**src/rtl/failure_responder.sv**
```systemverilog
// Latches the first stop/UCF failure as a time-stamped stop request to the host; counts later events.
// Latency: capture, fail_req and fail_count update on the same edge that samples the rising failure.
// Backpressure: four-phase req/ack; events arriving before the handshake completes only count and set overflow.
module failure_responder #(
    parameter int CNT_W    = 32,
    parameter int CNT8_MAX = 255
) (
    input  logic             clk,
    input  logic             rst_n,
    input  logic             enable,
    input  logic             stop_in,
    input  logic             ucf_in,
    input  logic             fail_ack,
    output logic             fail_req,
    output logic [1:0]       fail_cause,
    output logic [CNT_W-1:0] fail_time,
    output logic [7:0]       fail_count,
    output logic             overflow
);

    typedef enum logic [1:0] {
        IDLE    = 2'd0,
        PENDING = 2'd1,
        ACKED   = 2'd2
    } state_t;

    state_t           state;
    state_t           state_nxt;
    logic             prev;
    logic [CNT_W-1:0] cyc_cnt;
    logic             fail_any;
    logic             fail_evt;
    logic             capture;
    logic             ovf_set;
    logic             ovf_clr;

    assign fail_any = stop_in | ucf_in;
    assign fail_evt = enable & fail_any & ~prev;

    // An event on the ACKED->IDLE edge still belongs to ACKED: overflow wins over the clear.
    always_comb begin
        state_nxt = state;
        capture   = 1'b0;
        ovf_set   = 1'b0;
        ovf_clr   = 1'b0;
        case (state)
            IDLE: begin
                if (fail_evt) begin
                    capture   = 1'b1;
                    state_nxt = PENDING;
                end
            end
            PENDING: begin
                ovf_set = fail_evt;
                if (fail_ack) begin
                    state_nxt = ACKED;
                end
            end
            ACKED: begin
                ovf_set = fail_evt;
                if (!fail_ack) begin
                    state_nxt = IDLE;
                    ovf_clr   = 1'b1;
                end
            end
            default: begin
                state_nxt = IDLE;
            end
        endcase
    end

    always_ff @(posedge clk or negedge rst_n) begin
        if (!rst_n) begin
            state      <= IDLE;
            prev       <= 1'b0;
            cyc_cnt    <= '0;
            fail_req   <= 1'b0;
            fail_cause <= 2'b00;
            fail_time  <= '0;
            fail_count <= 8'd0;
            overflow   <= 1'b0;
        end else begin
            state    <= state_nxt;
            prev     <= fail_any;
            fail_req <= (state_nxt == PENDING);
            if (enable) begin
                cyc_cnt <= cyc_cnt + {{(CNT_W-1){1'b0}}, 1'b1};
            end
            if (capture) begin
                fail_cause <= {ucf_in, stop_in};
                fail_time  <= cyc_cnt;
            end
            if (fail_evt && (fail_count != 8'(CNT8_MAX))) begin
                fail_count <= fail_count + 8'd1;
            end
            if (ovf_set) begin
                overflow <= 1'b1;
            end else if (ovf_clr) begin
                overflow <= 1'b0;
            end
        end
    end

endmodule

```
**config.mk**
```make
export PLATFORM = sky130hd
export DESIGN_NAME = failure_responder
export DESIGN_NICKNAME = d
export VERILOG_FILES = /design/src/rtl/failure_responder.sv
export SDC_FILE = /design/constraint.sdc
export NUM_CORES = 1
export LEC_CHECK = 0
export CAP_MARGIN = 40
export CORE_UTILIZATION = 45
export DETAILED_ROUTE_END_ITERATION = 8
export PLACE_DENSITY = 0.71
export SLEW_MARGIN = 20
export SYNTH_ARGS = -nofsm -noshare
export SYNTH_HDL_FRONTEND = slang
export SYNTH_SLANG_ARGS = --single-unit
export TNS_END_PERCENT = 50
```
**constraint.sdc**
```tcl
create_clock -name clk -period 1.5 [get_ports clk]
set_input_delay 0.3 -clock clk [delete_from_list [all_inputs] [get_ports clk]]
set_output_delay 0.3 -clock clk [all_outputs]
set_load 0.01 [all_outputs]
```
==> metrics.md <==
| Metric | Value |
|---|---|
| Outcome | finished, final reports clean |
| Post-Syn Nets | roughly 260 |
| R2r startpoint | cyc_cnt[4] |
| Critical Path RT | roughly 1.7 ns |
| Die X | 88.0 um |
| Nets | 364 |
| Worst path buffer plus inverter count | 2 |
| RR Endpoint | cyc_cnt[24] |
| Synthesized area | 0.00332 mm2 |
| EDFF count, synth | 0 |
| # fillers | between 500 and 600 |
| Clock-pin transition on the worst setup and hold timing paths | 0.08 ns |
| Crit path max-delay family | buffers and inverters |
| Share of cells above drive strength 1 | 0.308 |
| Critical Path Stages | 5 |
| Initial antenna violation count | 0 |
| Max-slew headroom | 0.798 |
| Non-Filler Instances | 453 |
| Yosys top cell by area | dfrtp_1 |
| Post-synth cell types | 33 |
| Top_reg_cell synth | dfrtp_1 |
| Synth top area cells | dfrtp_1 (59%), mux2_2 (11%), xnor2_1 (6.6%), xor2_1 (3.4%), ha_1 (2.3%) |
| Final setup fails | 0 |
| Largest net degree at the start of global routing | 27 |
| Gr ovfl total | 0 |
| GP Congestion | between 0.7 and 0.8 |
| DP Cell Count | 434 |
| Vias in the first global route | between 2k and 2.5k |
| Reg power frac | 0.466 |
| RSZ-0062 raised after global routing | yes |
| Initial Utilization | 0.476 |
| Fmax | between 0.6 and 0.7 GHz |
| Die Y | roughly 88 um |
| Final Hold Vio Count | 0 |
| Drt via density | approximately 5.0 |
| Slowest-stage cell, CP | clkdlybuf4s50_1 |
| First-pass GRT wire length | 10400 um |
| Max-slew violation count | 0 |
| Period utilization | 0.972 |
| Max cap viols | 0 |
| Critical path peak fanout | 18 |
| DRT iter0 DRCs | 84 |
| Min Tclk post-route | 1.46 ns |
| DP HPWL | 4420 um |
| Setup ws final | approximately 0.042 ns |
| Gate power share | 0.241 |
| Setup TNS | 0 ns |
| Most common cell after layout, fill and taps aside | dfrtp_1 |
| Drt pass-1 iters | 4 |
| FFs w/ async S/R, synth | 1.00 |
| Final core occ | 0.651 |
| CTS tree | yes |
| PortBufs | ~50 |
| Post-Syn Instances | 252 |
| H-tree depth | 3 |
| Static Leak | 2.33 nW |
| Worst-Margin Slew | 0.302 ns |
| Ant diodes | 0 |
| Hold Path Class | in -> async |
| Post-Route WL | 6360 um |
| Slowest stage delay, CP | 0.43 ns |
| Switching pwr | approximately 1.6 mW |
| Flops & latches, synth | 79 |
| Total CTS buffers | 9 |
| Internal reg-to-reg setup slack | 0.05 ns |
| Clk Latency, worst-skew pair | 0.35 ns |
| Clock buffer depth | 2 |
| Die ar. | approximately 0.0077 mm2 |
| Sequential area share after synthesis | 0.595 |
| Clock root buffer | clkbuf_8 |
| Worst Skew | 0.00505 ns |
| CP Launch Type | primary input |
| Core Area | 0.00698 mm2 |
| Power Internal | between 4 and 5 mW |
| Clock share of power | 0.293 |
| Syn-to-layout area delta | 36.8% |
| Total track usage | 0.181 |
| Switching Share | 0.281 |
| Crit end category | flip-flop |
| Worst VDD drop | about 900 uV |
| Area after DPL | about 0.0043 mm2 |
| Power, Total | roughly 5.7 mW |
| Commonest non-fill, non-tap cells in the layout | dfrtp_1 (76), dlygate4sd2_1 (41), buf_4 (40), mux2_2 (31), xnor2_1 (25) |
| # rows | 30 |
| Pwr Density | 1250 mW/mm2 |
| Via count | 2263 |
| Place WS | -0.436 ns |
| Hold_ws | 0.379 ns |
| Worst Setup Path Type | in -> reg |
| Worst r2r path cells | 5 |
| Synthesized area per cell | 13.2 um2 |
| Critical Path AT | 1.69 ns |
| DRC viols | 0 |
| Clock Sinks | just under 80 |
| Post-route ant nets | 0 |
| Fin area | 0.00455 mm2 |
| Routed wire per std cell | 14.0 um |
| Yosys top cell area share | 0.595 |
| Syn. warnings | 0 |
| CP Cell Sequence | clkdlybuf4s50_1, or2_4, nand3_4, buf_12, mux2_2 |
| I/O pins | 50 |
-- registers in the layout, summed over array words and instances (netlist names) --
| register | count |
|---|---|
| fail_req | 1 |
| cyc_cnt | 32 |
| fail_count | 8 |
| fail_cause | 2 |
| fail_time | 32 |
| overflow | 1 |
| prev | 1 |
| state | 2 |
-- metal layers --
| layer | up-vias | global-route usage | wire length [um] |
|---|---|---|---|
| li1 | 1075 | - | - |
| met1 | 1139 | 0.231 | 2930 |
| met5 | - | 0 | 0 |
| met3 | 9 | 0.0537 | 208 |
| met2 | 40 | 0.280 | 3130 |
| met4 | 0 | 0.0894 | 93 |
-- what timing repair did --
action                     in CTS  in global routing
buffers inserted                1                  1
hold endpoints to repair       19                  0
resized for setup              48                 19
pin swaps                       1                  2
setup endpoints to repair      59                 53
hold buffers                    1                  0
-- how the worst max path moves through the flow --
stage                  start       endpoint  slack (ns)
6_report              ucf_in  fail_cause[0]        0.04
5_1_grt          cyc_cnt[16]    cyc_cnt[30]       -0.02
4_1_cts               enable   fail_time[7]      0.0009
3_5_place_dp          enable    cyc_cnt[31]       -0.44
3_3_place_gp          enable    cyc_cnt[31]       -0.43
2_1_floorplan  fail_count[0]  fail_count[1]       -0.02
-- power by group through the flow --
stage | sequential, mW | combinational, mW | clock (mW)
3_5_place_dp | 2.67 | 1.41 | 0
5_1_grt | 2.69 | 1.49 | 1.79
4_1_cts | 2.63 | 1.30 | 1.71
6_report | 2.65 | 1.37 | 1.66
3_3_place_gp | 2.66 | 1.38 | 0
2_1_floorplan | 2.78 | 0.479 | 0
-- synthesized netlist by cell type, drive strengths merged, types with 2 or more instances --
master and n:
a21oi 2, and3 3, and4 2, buf 4, dfrtp 79, ha 6, inv 5, mux2 35
nand2 19, nand3 14, nand4 13, nor2 10, nor3 5, nor4 4, or2 2, xnor2 25
xor2 13
-- cell families after synthesis --
family                   after synthesis  synth area share
adder cells (fa/ha/maj)                6            0.0226
buffers and inverters                 10            0.0128
AND/OR/NAND/NOR                       76             0.133
flip-flops                            79             0.595
XOR/XNOR                              38             0.100
multiplexers                          35             0.119
AO/OA/AOI/OAI                          8            0.0184
-- layout make-up --
type | count | area, um2 | area share
Clock inverter | 4 | 52.6 | 0.0116
Inverter | 5 | 18.8 | 0.00413
Multi-Input combinational cell | 163 | 1390 | 0.305
Tap cell | 96 | 120 | 0.0264
Sequential cell | 79 | 1980 | 0.436
Timing Repair Buffer | 94 | 825 | 0.181
Clock buffer | 12 | 165 | 0.0363
(Power assumes the default switching activity.)
